==> src/rtl/proj_minhash_pkg.sv <==
// Hash constants, types and the linear hash helper shared by the
// MinHash signature block.
package proj_minhash_pkg;

    localparam int HASH_W   = 32;
    localparam int HASH_NUM = 4;

    // Full-width hash word; callers truncate to their own HASH_BITS.
    typedef logic [HASH_W-1:0] hash_t;
    typedef logic [$clog2(HASH_NUM)-1:0] hidx_t;

    localparam hash_t HASH_A [HASH_NUM] = '{32'd3, 32'd5, 32'd7, 32'd11};
    localparam hash_t HASH_B [HASH_NUM] = '{32'd1, 32'd2, 32'd3, 32'd4};

    function automatic hash_t hash_fn(input hidx_t k, input hash_t x);
        return HASH_A[k] * x + HASH_B[k];
    endfunction

endpackage

==> src/rtl/proj_minhash_min.sv <==
// Combinational unsigned minimum over N packed W-bit values.
// Entry i occupies bits [i*W +: W].
module proj_minhash_min #(
    parameter int N = 3,
    parameter int W = 16
) (
    input  logic [N*W-1:0] vals,
    output logic [W-1:0]   result
);

    always_comb begin
        result = vals[W-1:0];
        for (int i = 1; i < N; i++) begin
            if (vals[i*W +: W] < result) begin
                result = vals[i*W +: W];
            end
        end
    end

endmodule

==> src/rtl/proj_minhash_sig.sv <==
// MinHash signature generator: hashes each chunk element, keeps a running
// per-hash minimum over SET_CHUNKS chunks and emits one signature per set.
module proj_minhash_sig #(
    parameter int CHUNK_SIZE = 2,
    parameter int DATA_BITS  = 8,
    parameter int NUM_HASHES = 4,
    parameter int HASH_BITS  = 16,
    parameter int SET_CHUNKS = 4
) (
    input  logic                             in_clk,
    input  logic                             in_rst_n,
    input  logic [CHUNK_SIZE*DATA_BITS-1:0]  in_rdata,
    input  logic                             in_valid,
    input  logic                             in_clear,
    output logic [NUM_HASHES*HASH_BITS-1:0]  out_sig,
    output logic                             out_valid,
    output logic                             out_busy
);

    import proj_minhash_pkg::*;

    localparam int CW = (SET_CHUNKS > 1) ? $clog2(SET_CHUNKS) : 1;

    typedef logic [NUM_HASHES-1:0][CHUNK_SIZE-1:0][HASH_BITS-1:0] chunk_hash_t;
    typedef logic [NUM_HASHES-1:0][HASH_BITS-1:0] sig_t;

    logic [CW-1:0] chunk_cnt;
    logic          cnt_first;
    logic          cnt_last;

    chunk_hash_t   h_in;
    chunk_hash_t   s1_hash;
    logic          s1_valid;
    logic          s1_first;
    logic          s1_last;

    sig_t          run;
    sig_t          res;

    assign cnt_first = (chunk_cnt == '0);
    assign cnt_last  = (chunk_cnt == CW'(SET_CHUNKS - 1));
    assign out_busy  = (chunk_cnt != '0) | s1_valid;

    always_comb begin
        h_in = '0;
        for (int k = 0; k < NUM_HASHES; k++) begin
            for (int j = 0; j < CHUNK_SIZE; j++) begin
                h_in[k][j] = HASH_BITS'(hash_fn(hidx_t'(k),
                    hash_t'(in_rdata[j*DATA_BITS +: DATA_BITS])));
            end
        end
    end

    // On the first chunk of a set the running minimum is replaced by
    // all-ones so the reduction yields the chunk minimum alone.
    for (genvar k = 0; k < NUM_HASHES; k++) begin : g_min
        proj_minhash_min #(
            .N (CHUNK_SIZE + 1),
            .W (HASH_BITS)
        ) u_min (
            .vals   ({s1_hash[k], s1_first ? {HASH_BITS{1'b1}} : run[k]}),
            .result (res[k])
        );
    end

    always_ff @(posedge in_clk or negedge in_rst_n) begin
        if (!in_rst_n) begin
            chunk_cnt <= '0;
            s1_valid  <= 1'b0;
            s1_first  <= 1'b0;
            s1_last   <= 1'b0;
            s1_hash   <= '0;
            run       <= '0;
            out_sig   <= '0;
            out_valid <= 1'b0;
        end else if (in_clear) begin
            chunk_cnt <= '0;
            s1_valid  <= 1'b0;
            s1_first  <= 1'b0;
            s1_last   <= 1'b0;
            run       <= '0;
            out_valid <= 1'b0;
        end else begin
            s1_valid  <= in_valid;
            out_valid <= s1_valid & s1_last;
            if (in_valid) begin
                s1_hash   <= h_in;
                s1_first  <= cnt_first;
                s1_last   <= cnt_last;
                chunk_cnt <= cnt_last ? '0 : chunk_cnt + 1'b1;
            end
            if (s1_valid) begin
                run <= res;
                if (s1_last) begin
                    out_sig <= res;
                end
            end
        end
    end

endmodule

==> config.mk <==
export PLATFORM = sky130hd
export DESIGN_NAME = proj_minhash_sig
export DESIGN_NICKNAME = d
export VERILOG_FILES = /design/src/rtl/proj_minhash_pkg.sv /design/src/rtl/proj_minhash_min.sv /design/src/rtl/proj_minhash_sig.sv
export SDC_FILE = /design/constraint.sdc
export NUM_CORES = 1
export LEC_CHECK = 0
export BUFFER_PORTS_ARGS = -buffer_cell sky130_fd_sc_hd__clkbuf_2
export CORE_ASPECT_RATIO = 0.5
export CORE_MARGIN = 2
export CORE_UTILIZATION = 65
export CTS_BUF_LIST = sky130_fd_sc_hd__clkbuf_8
export CTS_CLUSTER_SIZE = 12
export DETAILED_ROUTE_END_ITERATION = 12
export GPL_ROUTABILITY_DRIVEN = 0
export PLACE_DENSITY = 0.92
export SYNTH_ARGS = -nofsm -noshare
export SYNTH_HDL_FRONTEND = slang
export SYNTH_SLANG_ARGS = --single-unit
==> constraint.sdc <==
create_clock -name in_clk -period 17 [get_ports in_clk]
set_input_delay 2.55 -clock in_clk [delete_from_list [all_inputs] [get_ports in_clk]]
set_output_delay 2.55 -clock in_clk [all_outputs]
set_load 0.01 [all_outputs]
==> impl_metrics.json <==
{
  "insertion_delay_ps": 630,
  "critPathMaxStageDelay_ps": 1000,
  "final_util": 0.7222,
  "drive_above_1_share": 0.1089,
  "timing.fmax_mhz": 157.3,
  "leakagePower_nw": 8.478,
  "synth_area_leaders": "dfrtp_1 (36%), ha_1 (16%), o21ai_0 (3.9%)",
  "numPortBuffers": 85,
  "dp.final_hpwl_um": 28210,
  "drc": 0,
  "cts_made_buffers": 31,
  "arrival_ps": 6860,
  "rsz0062_at_grt": "false",
  "finalWirelength_um": 39730,
  "num_rows": 39,
  "fin_area_mm2": 0.01660,
  "finalHoldViolCount": 0,
  "synth_most_common_cell": "dfrtp_1",
  "core_mm2": 0.02298,
  "crit_path_end_kind": "flop",
  "maxCapViolCount": 0,
  "clock_skew_ps": 26.68,
  "cpMaxStageDelayCell": "a2111oi_4",
  "power.density_mw_per_mm2": 126.5,
  "setup_violations": 0,
  "netlist_area_mm2": 0.01535,
  "synth_edf_count": 0,
  "timing.final.crit_share": 0.3739,
  "grt_pass1_wl_um": 64870,
  "yosysUniqueCellTypes": 70,
  "yosysTopAreaCell": "dfrtp_1",
  "grt_use_total": 0.3241,
  "slew_headroom": 0.1020,
  "cts_hold_buf": 0,
  "clock_sinks": 222,
  "start_util": 0.6679,
  "die_x_um": 221.3,
  "cts_setup_buffers": 0,
  "antenna_found_initial": 0,
  "status": "completed",
  "ys.flop_type": "dfrtp_1",
  "drt_iter0_drc": 1372,
  "area_delta_synth_final_pct": 8.143,
  "vias": 12830,
  "wl_per_cell_um": 19.81,
  "cp_cell_sequence": "buf_4 > nor2_1 > ha_1 > a21o_1 > a21oi_1 > o21ai_2 > nor4_4 > o21ai_0 > o31a_1 > ha_1 > a21o_1 > a21oi_1 > nor2b_1 > o21ai_0 > o211ai_1 > a2111oi_4 > o21ai_1 > a311oi_1",
  "root_buffer": "clkbuf_8",
  "ys_top_cells_by_count": "dfrtp_1 (222), ha_1 (194), inv_1 (131)",
  "cts_tree": "yes",
  "drv_slew": 0,
  "tightest_slew_ps": 1330,
  "vias_per_cell": 6.393,
  "ys_seq_area_frac": 0.3619,
  "ir_worst_vdd_mv": 0.1028,
  "cts.htree.levels": 1,
  "boundaryPins": 86,
  "fin_nets": 1917,
  "clk_pin_slew_ps": 70,
  "min_path_type": "flop to flop",
  "insertedDiodeCount": 0,
  "synth_top_area_frac": 0.3619,
  "min_period_ps": 6357,
  "path_max_fanout": 34,
  "ys_seq_elements": 222,
  "wl_met2_um": 18280,
  "met3_length_um": 3413,
  "required_ps": 17500,
  "multiInputGateArea_mm2": 0.008976,
  "dieHeight_um": 112.7,
  "grt_overflow_total": 0,
  "postRouteAntennaNets": 0,
  "crit_type": "flop to flop",
  "top_layer": "met4",
  "die-area_mm2": 0.02493,
  "async_reset_ff_frac": 1.000,
  "clk_path_buf_depth": 3,
  "grt_max_degree": 108,
  "syn-num-nets": 1870,
  "place_area_mm2": 0.01593,
  "fillers": 1509,
  "syn_inst": 1629,
  "dr.pass1.iters": 6,
  "syn_avg_cell_area_um2": 9.423,
  "grt_pass1_vias": 12520,
  "wl_met1_um": 16620,
  "seq_area_mm2": 0.005557,
  "yosysWarnings": 0,
  "setup-tns-final_ps": 0,
  "cp-start-kind": "flop",
  "cts_resized": 0
}
cells in the final DEF, fill, tap and decap left out, types with 27 or more instances in the layout:
cell        n
fa_1       27
and2_1     37
ha_1      194
dfrtp_1   221
mux2i_1    28
clkbuf_2   84
o21a_1     31
nor3_1     39
nor2_1    118
inv_1     141
a21o_1     44
a21oi_1    70
nand2_1   113
o21ai_0   121
clkbuf_8   39
a31oi_1    31
xnor2_1    33
area by class of cell:
type / count / share of cell area
well taps: 307 / 0.02314
multi-input cells: 1193 / 0.5407
repair buffers: 97 / 0.03166
flip-flops and latches: 222 / 0.3347
clock inverters: 17 / 0.007764
inverters: 131 / 0.02962
clock buffers: 39 / 0.03234
flip-flops by register name, summed over array words and instances (netlist names):
| register | flops |
|---|---|
| chunk_cnt | 2 |
| out_sig | 64 |
| out_valid | 1 |
| run | 64 |
| s1_first | 1 |
| s1_hash | 88 |
| s1_last | 1 |
| s1_valid | 1 |
where the power goes:
| group | total (W) | internal (W) | switching [W] |
|---|---|---|---|
| Sequential | 0.000697 | 0.000605 | 0.0000923 |
| Combinational | 0.000952 | 0.000379 | 0.000572 |
| Clock | 0.000451 | 0.000237 | 0.000214 |
routing by layer:
metal / up-vias / global-route usage
met5: - / 0
met4: 0 / 0.1239
met3: 132 / 0.05524
met2: 621 / 0.5246
met1: 6193 / 0.4420
li1: 5879 / -
critical path: cells and delay by family (launching register included):
family                   cells  cell delay, ps
buffers and inverters        1             480
AND/OR/NAND/NOR              3            1200
adder cells (fa/ha/maj)      2             630
flip-flops                   1             780
AO/OA/AOI/OAI               12            3110
through the flow:
step / hold slack, ps / worst slack [ps] / instances / power (W)
CTS: 485.2 / 10780 / 2006 / 0.002076
global route: 495.4 / 10180 / 2006 / 0.002235
floorplan: 453.9 / 11630 / 1629 / 0.001364
global placement: 464.9 / 11150 / 1950 / 0.001569
finish: 483.0 / 10640 / 2006 / 0.002100
detailed placement: 469.9 / 10960 / 1950 / 0.001610
kinds of logic after synthesis:
family | Yosys count | share of synthesized area
fa+ha+maj | 222 | 0.1940
simple gates | 426 | 0.1353
compound gates | 457 | 0.1982
mux | 47 | 0.03244
xor+xnor | 41 | 0.02339
flops | 222 | 0.3619
buf+inv | 214 | 0.05478
final timing paths:
path                       depth (start not counted)           to  slack (ps)        from
max reg2reg                                       18      run[56]       10640    s1_first
min in group asynchronous                          1  s1_hash[86]        1900    in_rst_n
max in group asynchronous                          2     s1_valid       13540    in_rst_n
min reg2reg                                        2   out_sig[6]         480  out_sig[6]
max                                               18      run[56]       10640    s1_first
min                                                2   out_sig[6]         480  out_sig[6]
(Power assumes the default switching activity.)
